<file path="src/rtl/rf_write_arbiter_if.sv">
// Register-file write-port arbiter bus: pipeline (A) and long-latency (B) requests,
// the shared write port, and the per-register pending-write hazard queries.
interface rf_write_arbiter_if #(
  parameter int DEPTH = 4
);
  localparam int CW = $clog2(DEPTH) + 1;

  // Handshake: a transfer happens on a posedge where valid && ready; ready is
  // combinational from current inputs/state and valid must not wait on ready.
  logic          a_valid;
  logic [4:0]    a_sel;
  logic [31:0]   a_dat;
  logic          a_ready;
  logic          b_valid;
  logic [4:0]    b_sel;
  logic [31:0]   b_dat;
  logic          b_ready;
  logic          wen;
  logic [4:0]    wsel;
  logic [31:0]   wdat;
  logic [4:0]    q_sel1;
  logic [4:0]    q_sel2;
  logic          q_pend1;
  logic          q_pend2;
  logic [CW-1:0] b_count;

  modport master (
    output a_valid, a_sel, a_dat, b_valid, b_sel, b_dat, q_sel1, q_sel2,
    input  a_ready, b_ready, wen, wsel, wdat, q_pend1, q_pend2, b_count
  );

  modport slave (
    input  a_valid, a_sel, a_dat, b_valid, b_sel, b_dat, q_sel1, q_sel2,
    output a_ready, b_ready, wen, wsel, wdat, q_pend1, q_pend2, b_count
  );
endinterface

</file>
<file path="src/rtl/rf_write_arbiter.sv">
// Shares the register file write port between the writeback stage (A, priority)
// and a FIFO of long-latency results (B) with bounded starvation of B.
module rf_write_arbiter #(
  parameter int DEPTH      = 4,
  parameter int STARVE_MAX = 4
) (
  input logic               CLK,
  input logic               nRST,
  rf_write_arbiter_if.slave bus
);
  localparam int AW = $clog2(DEPTH);
  localparam int CW = AW + 1;
  localparam int SW = $clog2(STARVE_MAX + 1);
  localparam logic [SW-1:0] SMAX  = SW'(STARVE_MAX);
  localparam logic [CW-1:0] CFULL = CW'(DEPTH);

  logic [4:0]       sel_mem [DEPTH];
  logic [31:0]      dat_mem [DEPTH];
  logic [DEPTH-1:0] vld;
  logic [AW-1:0]    rd_ptr;
  logic [AW-1:0]    wr_ptr;
  logic [CW-1:0]    count;
  logic [SW-1:0]    starve_cnt;

  logic empty, full, waw, force_b;
  logic a_ready_i, b_ready_i, a_use, b_use, enq;
  logic hit_a, hit1, hit2;

  // Per-slot valid bits let the hazard search ignore slot order entirely.
  always_comb begin
    hit_a = 1'b0;
    hit1  = 1'b0;
    hit2  = 1'b0;
    for (int i = 0; i < DEPTH; i++) begin
      if (vld[i] && sel_mem[i] == bus.a_sel)  hit_a = 1'b1;
      if (vld[i] && sel_mem[i] == bus.q_sel1) hit1  = 1'b1;
      if (vld[i] && sel_mem[i] == bus.q_sel2) hit2  = 1'b1;
    end
  end

  assign empty     = (count == '0);
  assign full      = (count == CFULL);
  assign waw       = hit_a && (bus.a_sel != 5'd0);
  assign force_b   = !empty && (starve_cnt == SMAX);
  assign a_ready_i = nRST && !waw && !force_b;
  assign b_ready_i = nRST && !full;
  assign a_use     = bus.a_valid && a_ready_i && (bus.a_sel != 5'd0);
  assign b_use     = nRST && !empty && !a_use;
  assign enq       = bus.b_valid && b_ready_i && (bus.b_sel != 5'd0);

  always_comb begin
    bus.wen  = 1'b0;
    bus.wsel = 5'd0;
    bus.wdat = 32'd0;
    if (a_use) begin
      bus.wen  = 1'b1;
      bus.wsel = bus.a_sel;
      bus.wdat = bus.a_dat;
    end else if (b_use) begin
      bus.wen  = 1'b1;
      bus.wsel = sel_mem[rd_ptr];
      bus.wdat = dat_mem[rd_ptr];
    end
  end

  assign bus.a_ready = a_ready_i;
  assign bus.b_ready = b_ready_i;
  assign bus.q_pend1 = hit1 && (bus.q_sel1 != 5'd0);
  assign bus.q_pend2 = hit2 && (bus.q_sel2 != 5'd0);
  assign bus.b_count = count;

  always_ff @(posedge CLK) begin
    if (enq) begin
      sel_mem[wr_ptr] <= bus.b_sel;
      dat_mem[wr_ptr] <= bus.b_dat;
    end
  end

  always_ff @(posedge CLK) begin
    if (!nRST) begin
      vld        <= '0;
      rd_ptr     <= '0;
      wr_ptr     <= '0;
      count      <= '0;
      starve_cnt <= '0;
    end else begin
      // Enqueue never targets the popping slot: it only writes a free slot.
      if (b_use) begin
        vld[rd_ptr] <= 1'b0;
        rd_ptr      <= rd_ptr + AW'(1);
      end
      if (enq) begin
        vld[wr_ptr] <= 1'b1;
        wr_ptr      <= wr_ptr + AW'(1);
      end
      count <= count + CW'(enq) - CW'(b_use);
      if (empty || b_use)
        starve_cnt <= '0;
      else if (a_use && starve_cnt != SMAX)
        starve_cnt <= starve_cnt + SW'(1);
    end
  end
endmodule

</file>
<file path="src/flat_wrapper.sv">
// flat-port wrapper written by rule: the top's interface ports become plain ports
module rf_write_arbiter_flat 
#(
  parameter int DEPTH      = 4,
  parameter int STARVE_MAX = 4
)
  (CLK, nRST, bus_a_valid, bus_a_sel, bus_a_dat, bus_b_valid, bus_b_sel, bus_b_dat, bus_q_sel1, bus_q_sel2, bus_a_ready, bus_b_ready, bus_wen, bus_wsel, bus_wdat, bus_q_pend1, bus_q_pend2, bus_b_count);
  rf_write_arbiter_if #(.DEPTH(DEPTH)) bus_i ();
  input logic CLK;
  input logic nRST;
  input wire logic [$bits(bus_i.a_valid)-1:0] bus_a_valid;
  input wire logic [$bits(bus_i.a_sel)-1:0] bus_a_sel;
  input wire logic [$bits(bus_i.a_dat)-1:0] bus_a_dat;
  input wire logic [$bits(bus_i.b_valid)-1:0] bus_b_valid;
  input wire logic [$bits(bus_i.b_sel)-1:0] bus_b_sel;
  input wire logic [$bits(bus_i.b_dat)-1:0] bus_b_dat;
  input wire logic [$bits(bus_i.q_sel1)-1:0] bus_q_sel1;
  input wire logic [$bits(bus_i.q_sel2)-1:0] bus_q_sel2;
  output wire logic [$bits(bus_i.a_ready)-1:0] bus_a_ready;
  output wire logic [$bits(bus_i.b_ready)-1:0] bus_b_ready;
  output wire logic [$bits(bus_i.wen)-1:0] bus_wen;
  output wire logic [$bits(bus_i.wsel)-1:0] bus_wsel;
  output wire logic [$bits(bus_i.wdat)-1:0] bus_wdat;
  output wire logic [$bits(bus_i.q_pend1)-1:0] bus_q_pend1;
  output wire logic [$bits(bus_i.q_pend2)-1:0] bus_q_pend2;
  output wire logic [$bits(bus_i.b_count)-1:0] bus_b_count;
  assign bus_i.a_valid = bus_a_valid;
  assign bus_i.a_sel = bus_a_sel;
  assign bus_i.a_dat = bus_a_dat;
  assign bus_i.b_valid = bus_b_valid;
  assign bus_i.b_sel = bus_b_sel;
  assign bus_i.b_dat = bus_b_dat;
  assign bus_i.q_sel1 = bus_q_sel1;
  assign bus_i.q_sel2 = bus_q_sel2;
  assign bus_a_ready = bus_i.a_ready;
  assign bus_b_ready = bus_i.b_ready;
  assign bus_wen = bus_i.wen;
  assign bus_wsel = bus_i.wsel;
  assign bus_wdat = bus_i.wdat;
  assign bus_q_pend1 = bus_i.q_pend1;
  assign bus_q_pend2 = bus_i.q_pend2;
  assign bus_b_count = bus_i.b_count;
  rf_write_arbiter #(.DEPTH(DEPTH), .STARVE_MAX(STARVE_MAX)) u_core (.CLK(CLK), .nRST(nRST), .bus(bus_i));
endmodule
</file>
<file path="config.mk">
export PLATFORM = sky130hd
export DESIGN_NAME = rf_write_arbiter_flat
export DESIGN_NICKNAME = d
export VERILOG_FILES = /design/src/rtl/rf_write_arbiter_if.sv /design/src/rtl/rf_write_arbiter.sv /design/src/flat_wrapper.sv
export SDC_FILE = /design/constraint.sdc
export NUM_CORES = 1
export LEC_CHECK = 0
export CORE_MARGIN = 10
export CORE_UTILIZATION = 53
export DETAILED_ROUTE_END_ITERATION = 8
export PLACE_DENSITY = 0.91
export SYNTH_ARGS = -nofsm -noshare
export SYNTH_HDL_FRONTEND = slang
export SYNTH_SLANG_ARGS = --single-unit
</file>
<file path="constraint.sdc">
create_clock -name CLK -period 4.5 [get_ports CLK]
set_input_delay 0.9 -clock CLK [delete_from_list [all_inputs] [get_ports CLK]]
set_output_delay 0.9 -clock CLK [all_outputs]
set_load 0.005 [all_outputs]
</file>
==> metrics.md, run 1 <==
| Metric | Value |
|---|---|
| Status | `finished, final reports clean` |
| RSZ-0062 raised after global routing | `false` |
| Top cells by area, synth | `edfxtp_1 (58%), mux4_2 (11%), xor2_1 (5.6%)` |
| Clock H-tree levels | `4` |
| CP max-delay cell | `or4_1` |
| Min-delay worst type | `flip-flop to flip-flop` |
| GRT overflow | `0` |
| Pins Over Slew Limit | `0` |
| Power per cell area | `roughly 450 nW/µm²` |
| Gr usage total | `roughly 20%` |
| Final setup fails | `0` |
| Slew HR | `27.12%` |
| Largest net degree at the start of global routing | `42` |
| Yosys cell types | `36` |
| Clock Path Buffers | `2` |
| Synth area leader | `edfxtp_1` |
| Global-route wire length before repair | `~30,000 µm` |
| Drt drc | `0` |
| Fin crit period | `between 4 and 5 ns` |
| TritonCTS clock tree | `yes` |
| Tcrit/Tclk final | `97.72%` |
| Fin area | `between 9000 and 10,000 µm²` |
| Buf/Inv on CP | `3` |
| Leakage | `between 3 and 4 nW` |
| Psw | `1.137 mW` |
| Setup TNS | `0 ns` |
| Cells along the critical path | `clkdlybuf4s50_1, or4_1, nor2_1, nor3b_4, and2_2, buf_4, o21ai_1, clkdlybuf4s50_1` |
| PostCTS Resize Cnt | `0` |
| Initial Utilization | `54.33%` |
| Pre-antenna DRT Iters | `5` |
| Ports | `133` |
| PortBufs | `between 100 and 150` |
| Final net count | `749` |
| Worst Path Class, Setup | `input pin to primary output` |
| Final Hold Vio Count | `0` |
| DRT iter0 DRCs | `~280` |
| Initial antenna violation count | `0` |
| Die Ht | `139.7 µm` |
| Core area | `between 10,000 and 15,000 µm²` |
| Synth Register Bits | `164` |
| Worst Skew | `slightly above 0.008 ns` |
| Clk_lat worst skew | `roughly 0.42 ns` |
| DP Wirelength | `between 10,000 and 15,000 µm` |
| Sequential power share | `43.5%` |
| Placer Congestion | `0.9284` |
| Vias | `around 5,000` |
| Postcts setup bufs | `0` |
| Antenna cells | `0` |
| Critical path required time | `roughly 3.6 ns` |
| Detail Route Antenna Nets | `0` |
| Slew @ Worst Pin | `~1.1 ns` |
| Clock share of power | `32.1%` |
| CP Launch Type | `input pin` |
| Drt wl/cell | `23.08 µm` |
| CP max FO | `17` |
| Max IR drop VDD | `slightly below 0.4 mV` |
| Combinational Power Share | `about a quarter` |
| Detailed Route WL | `around 19,000 µm` |
| Post-synth net total | `about 630` |
| Die ar. | `19,530 µm²` |
| Async SR Flop Fraction | `0%` |
| CP delay by family, top | `buffers and inverters` |
| Placed Area | `a little over 9000 µm²` |
| DR vias/cell | `5.905` |
| Highest Clock Rate | `~0.23 GHz` |
| Cts bufs inserted | `17` |
| Synthesized area per cell | `approximately 14 µm²` |
| Mapped Area | `around 7600 µm²` |
| Row count | `43` |
| Synth top area share | `between 50 and 60%` |
| Most frequent CP cell | `clkdlybuf4s50_1` |
| Clock Sinks | `approximately 160` |
| Switching part of the total | `between 20% and 30%` |
| Share of cells above drive strength 1 | `around 14%` |
| CP peak stage delay | `between 0.5 and 0.6 ns` |
| Post-synth EDFFs | `around 150` |
| Die W | `around 140 µm` |
| Arrival time at the worst endpoint | `around 3.5 ns` |
| Root Buffer | `clkbuf_16` |
| Area Overhead vs Synth | `27.49%` |
| Crit end category | `primary output` |
| Max Cap Violations | `0` |
| Post-Synthesis Cells | `between 500 and 600` |
| Sequential-to-total area share from yosys stat | `between 60% and 70%` |
| Top_reg_cell synth | `edfxtp_1` |
| Vias in the first global route | `between 5,000 and 6,000` |
| Hold buffer count at CTS | `0` |
| Synth warn | `0` |
| WHS | `approximately 0.54 ns` |
| Worst-path clk slew | `0.06 ns` |
| Int Power | `around 3.2 mW` |
-- power groups by stage --
stage | clock network (mW) | logic [mW] | registers [mW]
floorplan | 0 | 0.643 | 1.83
global placement | 0 | 1.01 | 1.90
detailed placement | 0 | 1.05 | 1.91
finish | 1.39 | 1.05 | 1.88
CTS | 1.40 | 1.06 | 1.88
global route | 1.47 | 1.14 | 1.89
-- synthesized netlist by cell type (11+ instances only) --
| library cell | instances |
|---|---|
| buf_2 | 11 |
| clkbuf_1 | 25 |
| dfxtp_1 | 16 |
| edfxtp_1 | 148 |
| ha_1 | 12 |
| mux4_2 | 37 |
| nand2_1 | 43 |
| nand3_1 | 51 |
| nor4_1 | 12 |
| o21ai_1 | 37 |
| xnor2_1 | 15 |
| xor2_1 | 49 |
-- placed cells by master, fill, tap and decap left out, types with 5 or more instances in the layout --
cell type | netlist | layout
buf_4 | 1 | 9
nand2_1 | 43 | 43
and2_1 | 10 | 5
o21ai_0 | 7 | 7
nor4_1 | 12 | 10
ha_1 | 12 | 12
mux4_2 | 37 | 37
dfxtp_1 | 16 | 14
a21oi_1 | 5 | 5
and2_2 | 0 | 5
inv_1 | 10 | 10
clkdlybuf4s50_1 | 0 | 129
xor2_1 | 49 | 49
xnor2_1 | 15 | 15
clkbuf_16 | 0 | 19
o21ai_1 | 37 | 37
edfxtp_1 | 148 | 148
nand4_1 | 5 | 5
nand3_1 | 51 | 51
-- layer usage --
| metal | GRT usage (%) | vias up | share of wire (%) |
|---|---|---|---|
| li1 | - | 2228 | - |
| met1 | 24.13 | 2511 | 40 |
| met2 | 33.56 | 195 | 52 |
| met3 | 5.206 | 32 | 6.3 |
| met4 | 6.304 | 0 | 1.7 |
| met5 | 0 | - | 0 |
-- tightest hold or removal path, stage by stage, from the launching register on --
cell,delay (ns)
dfxtp_1,0.35
nand2_1,0.07
o21ai_0,0.07
-- cell type report --
type | count | area, µm²
flip-flops and latches | 164 | 4767
fillers | 935 | 4299
multi-input cells | 311 | 2629
repair buffers | 144 | 1448
clock buffers | 27 | 545.5
well taps | 180 | 225.2
clock inverters | 5 | 37.54
inverters | 10 | 37.54
-- through the flow --
stage	util, %	power (mW)	setup WS (ns)	instances
floorplan	-	2.473	1.074	528
global placement	64.93	2.917	0.09298	809
detailed placement	64.93	2.966	0.06449	809
CTS	69.10	4.347	0.06179	841
global route	69.27	4.501	0.01654	841
finish	69.27	4.322	0.1028	841
-- worst paths after layout --
path                                             from               endpoint  slack (ns)  depth (start not counted)
worst max-delay path                     bus_a_sel[2]           bus_wdat[12]        0.10                          8
worst min-delay path                 u_core.wr_ptr[1]       u_core.wr_ptr[1]        0.54                          2
worst min register to register       u_core.wr_ptr[1]       u_core.wr_ptr[1]        0.54                          2
worst max register to register  u_core.bus.b_count[2]  u_core.bus.b_count[2]        0.63                         12
-- cells by family after synthesis --
| group | after synthesis | share of synthesized area [%] |
|---|---|---|
| multiplexers | 37 | 10.96 |
| buffers and inverters | 53 | 3.145 |
| adder cells (fa/ha/maj) | 13 | 2.239 |
| AND/OR/NAND/NOR | 143 | 9.779 |
| flip-flops | 164 | 62.69 |
| XOR/XNOR | 64 | 7.376 |
| AO/OA/AOI/OAI | 54 | 3.803 |
-- registers in the layout (all words and copies together) (netlist names), named ones only --
register and flops:
u_core.rd_ptr 2, u_core.starve_cnt 3, u_core.wr_ptr 2, u_core.sel_mem 20, u_core.dat_mem 128, u_core.vld 4
u_core.bus.b_count 3
Power figures use the tool's default switching activity.
==> inputs of run 2 (changes only) <==
--- a/config.mk
+++ b/config.mk
@@ -9,6 +9,7 @@
 export CORE_UTILIZATION = 53
 export DETAILED_ROUTE_END_ITERATION = 8
 export PLACE_DENSITY = 0.91
+export SLEW_MARGIN = 20
 export SYNTH_ARGS = -nofsm -noshare
 export SYNTH_HDL_FRONTEND = slang
 export SYNTH_SLANG_ARGS = --single-unit
==> constraint.sdc (replaced) <==
create_clock -name CLK -period 4.96 [get_ports CLK]
set_input_delay 0.992 -clock CLK [delete_from_list [all_inputs] [get_ports CLK]]
set_output_delay 0.992 -clock CLK [all_outputs]
set_load 0.005 [all_outputs]
==> run 2 against run 1 <==
Via count decreased by 0.24%. Setup slack improved by 0.061 ns. Critical path depth decreased by 1. Wire length increased by 1.7%. Global-route usage increased by 0.32 points. Non-clock buffer count decreased by 5. First-iteration DRC count increased by 51%.
==> metrics.md, run 2 (same netlist as run 1, synthesis figures left out) <==
| Metric | Value |
|---|---|
| Status | `finished, final reports clean (unchanged)` |
| Tcrit/Tclk final | `96.69%` |
| Biggest register | `u_core.dat_mem (unchanged)` |
| Multi-input gate area | `2616 µm² (was 2629 µm²)` |
| Crit end category | `primary output (unchanged)` |
| Pins Over Slew Limit | `0 (unchanged)` |
| Detailed Route WL | `19,750 µm (was 19,410 µm)` |
| Root Buffer | `clkbuf_16 (unchanged)` |
| Gr usage total | `20.14% (was 19.82%)` |
| Most common cell after layout, fill and taps aside | `edfxtp_1 (unchanged)` |
| Detail Route Antenna Nets | `0 (unchanged)` |
| DR vias/cell | `5.926 (was 5.905)` |
| Critical path required time | `3.97 ns (was 3.60 ns)` |
| Drt drc | `0 (unchanged)` |
| Slew HR | `26.46% (was 27.12%)` |
| Max IR drop VDD | `0.2607 mV (was 0.3842 mV)` |
| Slew @ Worst Pin | `1.103 ns (was 1.093 ns)` |
| DP Wirelength | `13,370 µm (was 13,190 µm)` |
| Worst Path Class, Setup | `input pin to primary output (unchanged)` |
| Arrival time at the worst endpoint | `3.80 ns (was 3.50 ns)` |
| PostCTS Resize Cnt | `0 (unchanged)` |
| CP Launch Type | `input pin (unchanged)` |
| Largest net degree at the start of global routing | `43 (was 42)` |
| Clock Path Buffers | `2 (unchanged)` |
| Ports | `133 (unchanged)` |
| Vias | `4,954 (was 4,966)` |
| WHS | `0.5244 ns (was 0.5375 ns)` |
| Final net count | `744 (was 749)` |
| Max reg flops | `128 (unchanged)` |
| Drt wl/cell | `23.62 µm (was 23.08 µm)` |
| Hold buffer count at CTS | `0 (unchanged)` |
| RSZ-0062 raised after global routing | `false (unchanged)` |
| Min-delay worst type | `flip-flop to flip-flop (unchanged)` |
| Cts bufs inserted | `17 (unchanged)` |
| Fin crit period | `approximately 4.8 ns` |
| Share of cells above drive strength 1 | `13.26% (was 13.77%)` |
| Global-route wire length before repair | `30,510 µm (was 30,370 µm)` |
| Antenna cells | `0 (unchanged)` |
| GRT overflow | `0 (unchanged)` |
| Final setup fails | `0 (unchanged)` |
| Core area | `13,990 µm² (unchanged)` |
| CP max FO | `42 (was 17)` |
| Die W | `139.7 µm (unchanged)` |
| Die ar. | `19,530 µm² (unchanged)` |
| Final Hold Vio Count | `0 (unchanged)` |
| Commonest cells after routing, fill and taps aside | `edfxtp_1 (148), clkdlybuf4s50_1 (132), nand3_1 (51) (was edfxtp_1 (148), clkdlybuf4s50_1 (129), nand3_1 (51))` |
| Fillers | `926 (was 935)` |
| Clock H-tree levels | `4 (unchanged)` |
| Placer Congestion | `0.8870 (was 0.9284)` |
| Setup TNS | `0 ns (unchanged)` |
| TritonCTS clock tree | `yes (unchanged)` |
| Vias in the first global route | `5,293 (was 5,300)` |
| Register area | `4767 µm² (unchanged)` |
| Worst Skew | `0.009783 ns (was 0.008231 ns)` |
| Clk_lat worst skew | `0.42 ns (about the same)` |
| Initial Utilization | `54.33% (unchanged)` |
| Initial antenna violation count | `0 (unchanged)` |
| Postcts setup bufs | `0 (unchanged)` |
| Die Ht | `139.7 µm (unchanged)` |
| DRT iter0 DRCs | `415 (was 275)` |
| Highest Clock Rate | `about 0.21 GHz` |
| Dpl cells | `804 (was 809)` |
| Post-Layout Cell Count | `836 (was 841)` |
| Worst-path clk slew | `0.07 ns (was 0.06 ns)` |
| Leakage | `3.175 nW (was 3.232 nW)` |
| Pre-antenna DRT Iters | `5 (unchanged)` |
| Power per cell area | `409.6 nW/µm² (was 446.1 nW/µm²)` |
| Max Cap Violations | `0 (unchanged)` |
| Area Overhead vs Synth | `26.67% (was 27.49%)` |
| PortBufs | `132 (unchanged)` |
| Row count | `43 (unchanged)` |
| Top Registers | `u_core.dat_mem (128), u_core.sel_mem (20), u_core.vld (4) (unchanged)` |
| Clock Sinks | `164 (unchanged)` |
==> run 2: cell types whose count changed in the layout (fill, tap and decap cells not counted), moves of 3 or more <==
cell / previous run / this run
clkbuf_1: 4 / 1
dlymetal6s2s_1: 3 / 0
buf_4: 9 / 6
clkdlybuf4s50_1: 129 / 132
inv_8: 0 / 4
clkbuf_8: 4 / 0
==> run 2: critical path, cell delays in order <==
cell,delay (ns)
clkdlybuf4s50_1,0.57
or4_1,0.56
nor2_1,0.22
nor3b_4,0.07
and2_2,0.49
o21ai_1,0.31
clkdlybuf4s50_1,0.57
==> run 2: final cells by class <==
type	count	area share, %
Multi-Input combinational cell	311	27.18
Clock inverter	14	1.716
Clock buffer	18	4.458
Inverter	10	0.3899
Timing Repair Buffer	139	14.40
Sequential cell	164	49.52
Tap cell	180	2.339
==> run 2: worst paths after layout <==
| check | from | end | slack [ns] | cells past startpoint |
|---|---|---|---|---|
| min | u_core.wr_ptr[1] | u_core.wr_ptr[1] | 0.52 | 2 |
| max reg2reg | u_core.bus.b_count[2] | u_core.bus.b_count[2] | 1.26 | 12 |
| min reg2reg | u_core.wr_ptr[1] | u_core.wr_ptr[1] | 0.52 | 2 |
| max | bus_a_sel[2] | bus_wdat[13] | 0.16 | 7 |
==> run 2: metrics by stage <==
| step | cell area, µm² | setup slack, ns | util (%) | total power, mW |
|---|---|---|---|---|
| after CTS | 9627 | 0.1741 | 68.82 | 3.971 |
| final | 9627 | 0.1643 | 68.82 | 3.944 |
| after floorplan | 7600 | 1.442 | - | 2.243 |
| after detailed placement | 9032 | 0.1991 | 64.57 | 2.681 |
| after global placement | 9032 | 0.1949 | 64.57 | 2.635 |
| after global routing | 9627 | 0.03288 | 68.82 | 4.102 |
==> run 2: routing by layer <==
metal	vias up	part of all wire, %	track usage [%]
li1	2216	-	-
met1	2476	39	23.28
met2	225	52	34.69
met3	37	7.1	5.580
met4	0	2.3	7.772
met5	-	0	0
==> run 2: report_power, final <==
part	total, mW	internal [mW]	leakage [nW]	switching (mW)
sequential	1.71	1.60	1.47	0.115
combinational	0.933	0.524	1.42	0.409
clock	1.30	0.717	0.281	0.579
==> inputs of run 3 (changes only) <==
--- a/config.mk
+++ b/config.mk
@@ -5,11 +5,12 @@
 export SDC_FILE = /design/constraint.sdc
 export NUM_CORES = 1
 export LEC_CHECK = 0
+export ABC_AREA = 0
 export CORE_MARGIN = 10
 export CORE_UTILIZATION = 53
 export DETAILED_ROUTE_END_ITERATION = 8
 export PLACE_DENSITY = 0.91
-export SLEW_MARGIN = 20
+export SLEW_MARGIN = 40
 export SYNTH_ARGS = -nofsm -noshare
 export SYNTH_HDL_FRONTEND = slang
 export SYNTH_SLANG_ARGS = --single-unit
==> run 3 against run 2 <==
Clock skew is 0.0013 ns lower. Final area up 0.57%. Flip-flop and latch count unchanged. Die area unchanged. Combinational power barely moved. Critical path depth rose by 2. Highest routed layer unchanged.
==> metrics.md, run 3 (same netlist as run 1, synthesis figures left out) <==
| Metric | Value |
|---|---|
| Drt wl/cell | `23.80 µm (was 23.62 µm)` |
| Placed Area | `9040 µm² (was 9032 µm²)` |
| Core area | `13,990 µm² (unchanged)` |
| Final Hold Vio Count | `0 (unchanged)` |
| TritonCTS clock tree | `yes (unchanged)` |
| Fin crit period | `4.579 ns (was 4.796 ns)` |
| Crit end category | `primary output (unchanged)` |
| PortBufs | `132 (unchanged)` |
| Vias | `4,973 (was 4,954)` |
| Cells along the critical path | `clkdlybuf4s50_1, xor2_1, nor4_1, nand3_1, and4_4, buf_4, nand3_1, o21ai_1, clkdlybuf4s50_1 (was clkdlybuf4s50_1, or4_1, nor2_1, nor3b_4, and2_2, o21ai_1, clkdlybuf4s50_1)` |
| Antenna cells | `0 (unchanged)` |
| Ports | `133 (unchanged)` |
| Commonest cells after routing, fill and taps aside | `edfxtp_1 (148), clkdlybuf4s50_1 (132), nand3_1 (51) (unchanged)` |
| PostCTS Resize Cnt | `0 (unchanged)` |
| Root Buffer | `clkbuf_16 (unchanged)` |
| Fin util | `69.21% (was 68.82%)` |
| Die W | `139.7 µm (unchanged)` |
| GRT overflow | `0 (unchanged)` |
| DP Wirelength | `13,410 µm (was 13,370 µm)` |
| Buf/Inv on CP | `3 (was 2)` |
| Pins Over Slew Limit | `0 (unchanged)` |
| Fin area | `9682 µm² (was 9627 µm²)` |
| Area Overhead vs Synth | `27.40% (was 26.67%)` |
| Slew @ Worst Pin | `0.7045 ns (was 1.103 ns)` |
| Max IR drop VDD | `0.2287 mV (was 0.2607 mV)` |
| Status | `finished, final reports clean (unchanged)` |
| Arrival time at the worst endpoint | `3.59 ns (was 3.80 ns)` |
| CP Launch Type | `input pin (unchanged)` |
| Final net count | `744 (unchanged)` |
| Power per cell area | `419.2 nW/µm² (was 409.6 nW/µm²)` |
| Max Cap Violations | `0 (unchanged)` |
| Row count | `43 (unchanged)` |
| Gr usage total | `20.12% (was 20.14%)` |
| Initial antenna violation count | `0 (unchanged)` |
| Detailed Route WL | `19,870 µm (was 19,750 µm)` |
| Clock Sinks | `164 (unchanged)` |
| Worst Path Class, Setup | `input pin to primary output (unchanged)` |
| Highest Clock Rate | `0.2184 GHz (was 0.2085 GHz)` |
| Min-delay worst type | `flip-flop to flip-flop (unchanged)` |
| WHS | `0.5226 ns (was 0.5244 ns)` |
| Clock Path Buffers | `2 (unchanged)` |
| CP delay by family, top | `buffers and inverters (was simple AND/OR/NAND/NOR gates)` |
| Clk_lat worst skew | `0.41 ns (was 0.42 ns)` |
| Slew HR | `53.03% (was 26.46%)` |
| Top Registers | `u_core.dat_mem (128), u_core.sel_mem (20), u_core.vld (4) (unchanged)` |
| Vias in the first global route | `5,343 (was 5,293)` |
| Detail Route Antenna Nets | `0 (unchanged)` |
| Biggest register | `u_core.dat_mem (unchanged)` |
| Worst Skew | `0.008531 ns (was 0.009783 ns)` |
| Die ar. | `19,530 µm² (unchanged)` |
| Max reg flops | `128 (unchanged)` |
| Drt drc | `0 (unchanged)` |
| Tcrit/Tclk final | `92.32% (was 96.69%)` |
| RSZ-0062 raised after global routing | `false (unchanged)` |
| Placer Congestion | `0.8870 (unchanged)` |
| DR vias/cell | `5.956 (was 5.926)` |
| Hold buffer count at CTS | `0 (unchanged)` |
| Setup TNS | `0 ns (unchanged)` |
| Clock H-tree levels | `4 (unchanged)` |
| Worst-path clk slew | `0.06 ns (was 0.07 ns)` |
| Largest net degree at the start of global routing | `43 (unchanged)` |
| Leakage | `3.210 nW (was 3.175 nW)` |
| CP max-delay cell | `clkdlybuf4s50_1 (unchanged)` |
| Postcts setup bufs | `0 (unchanged)` |
| CP peak stage delay | `0.66 ns (was 0.57 ns)` |
| Die Ht | `139.7 µm (unchanged)` |
| Most common cell after layout, fill and taps aside | `edfxtp_1 (unchanged)` |
| Critical path required time | `3.97 ns (about the same)` |
| Cts bufs inserted | `17 (unchanged)` |
| CP max FO | `41 (was 42)` |
| Pre-antenna DRT Iters | `7 (was 5)` |
| DRT iter0 DRCs | `394 (was 415)` |
| Initial Utilization | `54.33% (unchanged)` |
| Share of cells above drive strength 1 | `13.28% (was 13.26%)` |
| Final setup fails | `0 (unchanged)` |
| Global-route wire length before repair | `30,680 µm (was 30,510 µm)` |
==> run 3: worst paths after layout <==
path | start | end | slack, ns | cells past startpoint
max | bus_a_sel[3] | bus_wdat[13] | 0.38 | 9
min | u_core.wr_ptr[1] | u_core.wr_ptr[1] | 0.52 | 2
max reg2reg | u_core.bus.b_count[2] | u_core.bus.b_count[2] | 1.21 | 12
min reg2reg | u_core.wr_ptr[1] | u_core.wr_ptr[1] | 0.52 | 2
==> run 3: final cells by class <==
cell class                 count  area (µm²)
multi-input combinational    311        2623
fill                         921        4307
clock buffer                  17       425.4
timing repair buffer         139        1386
clock inverter                14       215.2
inverter                      10       37.54
sequential                   164        4770
tap                          180       225.2
==> run 3: tightest hold or removal path: stages, from the launching register on <==
cell	delay (ns)
dfxtp_1	0.34
nand2_1	0.07
o21ai_0	0.06
==> run 3: power breakdown <==
| group | internal, mW | leakage, nW | switching, mW |
|---|---|---|---|
| Combinational | 0.525 | 1.42 | 0.411 |
| Clock | 0.858 | 0.311 | 0.550 |
| Sequential | 1.60 | 1.47 | 0.117 |
| Total | 2.98 | 3.21 | 1.08 |
==> run 3: per-layer routing <==
metal,GRT usage (%),share of wire [%],up-vias
li1,-,-,2217
met1,23.95,40,2478
met2,34.62,51,245
met3,5.240,6.7,33
met4,6.630,1.9,0
met5,0,0,-
==> run 3: through the flow <==
step,power [mW],cells,setup slack [ns]
6_report,4.058,835,0.3810
5_1_grt,4.215,835,0.2044
4_1_cts,4.085,835,0.1705
3_5_place_dp,2.685,804,0.2115
3_3_place_gp,2.635,804,0.1949
2_1_floorplan,2.243,528,1.442
==> edit: new RTL, settings of run 1 <==
`STARVE_MAX` is set to 4 in 2 places; all go to 2.
--- a/src/rtl/rf_write_arbiter.sv
+++ b/src/rtl/rf_write_arbiter.sv
@@ -3,5 +3,5 @@
 module rf_write_arbiter #(
   parameter int DEPTH      = 4,
-  parameter int STARVE_MAX = 4
+  parameter int STARVE_MAX = 2
 ) (
   input logic               CLK,
--- a/src/flat_wrapper.sv
+++ b/src/flat_wrapper.sv
@@ -3,5 +3,5 @@
 #(
   parameter int DEPTH      = 4,
-  parameter int STARVE_MAX = 4
+  parameter int STARVE_MAX = 2
 )
   (CLK, nRST, bus_a_valid, bus_a_sel, bus_a_dat, bus_b_valid, bus_b_sel, bus_b_dat, bus_q_sel1, bus_q_sel2, bus_a_ready, bus_b_ready, bus_wen, bus_wsel, bus_wdat, bus_q_pend1, bus_q_pend2, bus_b_count);
Behaviour: not the same (a bounded check fails within 4 cycles, from zero or initial values and one cycle with nRST low).
==> edit against run 1 <==
- area after synthesis rose by 1.6%
- combinational power rose by 9%
- setup slack improved by 0.15 ns
- global-route usage fell by 0.57 points
- sequential cell count fell by 1
- synthesized cell count fell by 0.95%
- total power rose by 0.52%
- sequential share of layout area fell by 0.17 points
- routed wire length fell by 2.0%
- design area barely moved
==> edit: results (changes against run 1) <==
run status finished clean; count of distinct cell types in the synthesized netlist 40 (+11%); CTS H-tree lvls 4 (unchanged); GR Layer Usage met2 34.0% (+0.43 points); leakage power figure 0.00327 µW (+1.3%); data arrival at the endpoint of the critical path 3.35 ns (-0.15 ns); worst slew pin tran 1.11 ns (+0.0137 ns); worst setup timing slack at the placement stage 0.0141 ns (-0.0504 ns); post-synthesis async set-or-reset flop share 0% (unchanged); router iterations before antenna repair 5 (unchanged); worst reg-to-reg setup slack 1.24 ns (+0.61 ns); initial antenna violation count 0 (unchanged); critical path's slowest cell sky130_fd_sc_hd__or4_4; sum of net half-perimeters after detailed placement 12800 µm (-3.0%); clock buffers created by TritonCTS 17 (unchanged); largest net degree at the start of global routing 40 (-4.8%); Net Count, Synth 623 (-0.95%); leading cell types by count after synthesis sky130_fd_sc_hd__edfxtp_1 (148), sky130_fd_sc_hd__xor2_1 (49), sky130_fd_sc_hd__nand2_1 (47); clock-pin slew on the worst setup and hold paths 0.06 ns (about the same); Clk Latency, worst-skew pair 0.42 ns (about the same); Fill cells 1009 (+7.9%); final weighted congestion in routability-driven placement 0.880 (-5.2%); worst reg2reg startpoint u_core.sel_mem[1][4]$_DFFE_PP_; via count of the first global-routing pass 5403 (+1.9%); Worst path max stage delay 0.60 ns (+0.05 ns); post-route fraction of the period consumed by the critical path 94.3% (-3.4 points); Reg2Reg Depth 14 (+2); number of synthesized flops with an enable pin 148 (unchanged); number of buffers added on ports 132 (unchanged); crit-path max FO 31 (+14); nets 744 (-0.67%); predominant post-synthesis flop cell sky130_fd_sc_hd__edfxtp_1; mean routed wirelength per cell 22.6 µm (-2.0%); number of DRC violations after detailed-routing iteration 0 373 (+36%); origin of the worst setup path bus_a_sel[4]; buffer count from post-CTS setup fixing 0 (unchanged); met3 Track Usage GR 4.60% (-0.60 points); count of vias placed by the detailed router 4866 (-2.0%); endpoint of the most critical setup path bus_wdat[4]; DR DRC count 0 (unchanged); CTS Root Cell sky130_fd_sc_hd__clkbuf_16; M1 GR Usage 21.8% (-2.3 points); Hold WC Path Type flop to flop; final setup skew 0.00676 ns (-0.00147 ns); Peak supply drop 296 µV (-23%); global-route wire length before repair 29900 µm (-1.6%); Area contributors post-synth sky130_fd_sc_hd__edfxtp_1 (58%), sky130_fd_sc_hd__mux4_2 (8.5%), sky130_fd_sc_hd__xor2_1 (5.6%), sky130_fd_sc_hd__dfxtp_1 (3.9%), sky130_fd_sc_hd__nand3_1 (3.0%); diode count 0 (unchanged); layout cell share with drive strength beyond 1 14.5% (+0.69 points); post-CTS resize count 1 (+1); global routing usage summed across all routing layers 19.3% (-0.57 points); portion of the post-synthesis area used by sequential elements 61.4% (-1.3 points)
-- edit: cell types whose count changed after synthesis, moves of 4 or more --
cell,run 1,this run
sky130_fd_sc_hd__mux4_2,37,29
sky130_fd_sc_hd__clkbuf_1,25,16
sky130_fd_sc_hd__mux4_1,0,8
sky130_fd_sc_hd__nand3_1,51,46
sky130_fd_sc_hd__o21ai_0,7,24
sky130_fd_sc_hd__o21ai_2,0,11
sky130_fd_sc_hd__clkbuf_8,0,5
sky130_fd_sc_hd__nand2_1,43,47
sky130_fd_sc_hd__o21ai_1,37,8
-- edit: how the worst min path moves through the flow --
stage	slack, ns	end	depth (start not counted)	start
CTS	0.53	u_core.wr_ptr[1]$_SDFFE_PN0P_	2	u_core.wr_ptr[1]$_SDFFE_PN0P_
global route	0.57	u_core.wr_ptr[1]$_SDFFE_PN0P_	2	u_core.wr_ptr[1]$_SDFFE_PN0P_
detailed placement	0.52	flop	2	u_core.rd_ptr[1]$_SDFFE_PN0P_
global placement	0.49	u_core.wr_ptr[1]$_SDFFE_PN0P_	2	u_core.wr_ptr[1]$_SDFFE_PN0P_
finish	0.54	flop	2	u_core.rd_ptr[1]$_SDFFE_PN0P_
floorplan	0.48	u_core.wr_ptr[1]$_SDFFE_PN0P_	2	u_core.wr_ptr[1]$_SDFFE_PN0P_
-- edit: logic make-up (layout without fill, tap and decap cells) --
family                   after synthesis  in the layout  synth area share, %
flip-flops                           163            163                 61.4
AND/OR/NAND/NOR                      139            139                 9.09
XOR/XNOR                              64             64                 7.26
AO/OA/AOI/OAI                         57             57                 4.63
buffers and inverters                 51            185                 4.37
multiplexers                          37             37                 11.2
adder cells (fa/ha/maj)               12             12                 2.04
-- edit: where the power goes --
| group | internal [µW] | total [µW] | switching (µW) |
|---|---|---|---|
| clock network | 710 | 1300 | 593 |
| logic | 650 | 1140 | 487 |
| registers | 1760 | 1900 | 140 |
-- edit: stage by stage --
step | utilization [%] | cells | cell area [µm²] | power [µW] | hold slack, ns
5_1_grt | 67.1 | 841 | 9680 | 4540 | 0.568
2_1_floorplan | - | 523 | 7720 | 2560 | 0.476
4_1_cts | 67.1 | 841 | 9670 | 4380 | 0.534
6_report | 67.1 | 841 | 9680 | 4340 | 0.540
3_5_place_dp | 63.4 | 809 | 9140 | 3080 | 0.523
3_3_place_gp | 63.4 | 809 | 9140 | 3040 | 0.487
-- edit: metal layers --
layer | part of all wire, % | vias to the layer above
met5 | 0 | -
met4 | 2.8 | 0
met3 | 6.5 | 38
met2 | 53 | 194
met1 | 38 | 2410
li1 | - | 2224
-- edit: area by class of cell --
cell class | instances | area share [%]
inverter | 9 | 0.349
clock buffer | 18 | 4.43
clock inverter | 14 | 1.11
timing repair buffer | 144 | 15.3
multi-input combinational | 309 | 27.4
tap | 184 | 2.38
sequential | 163 | 49.0
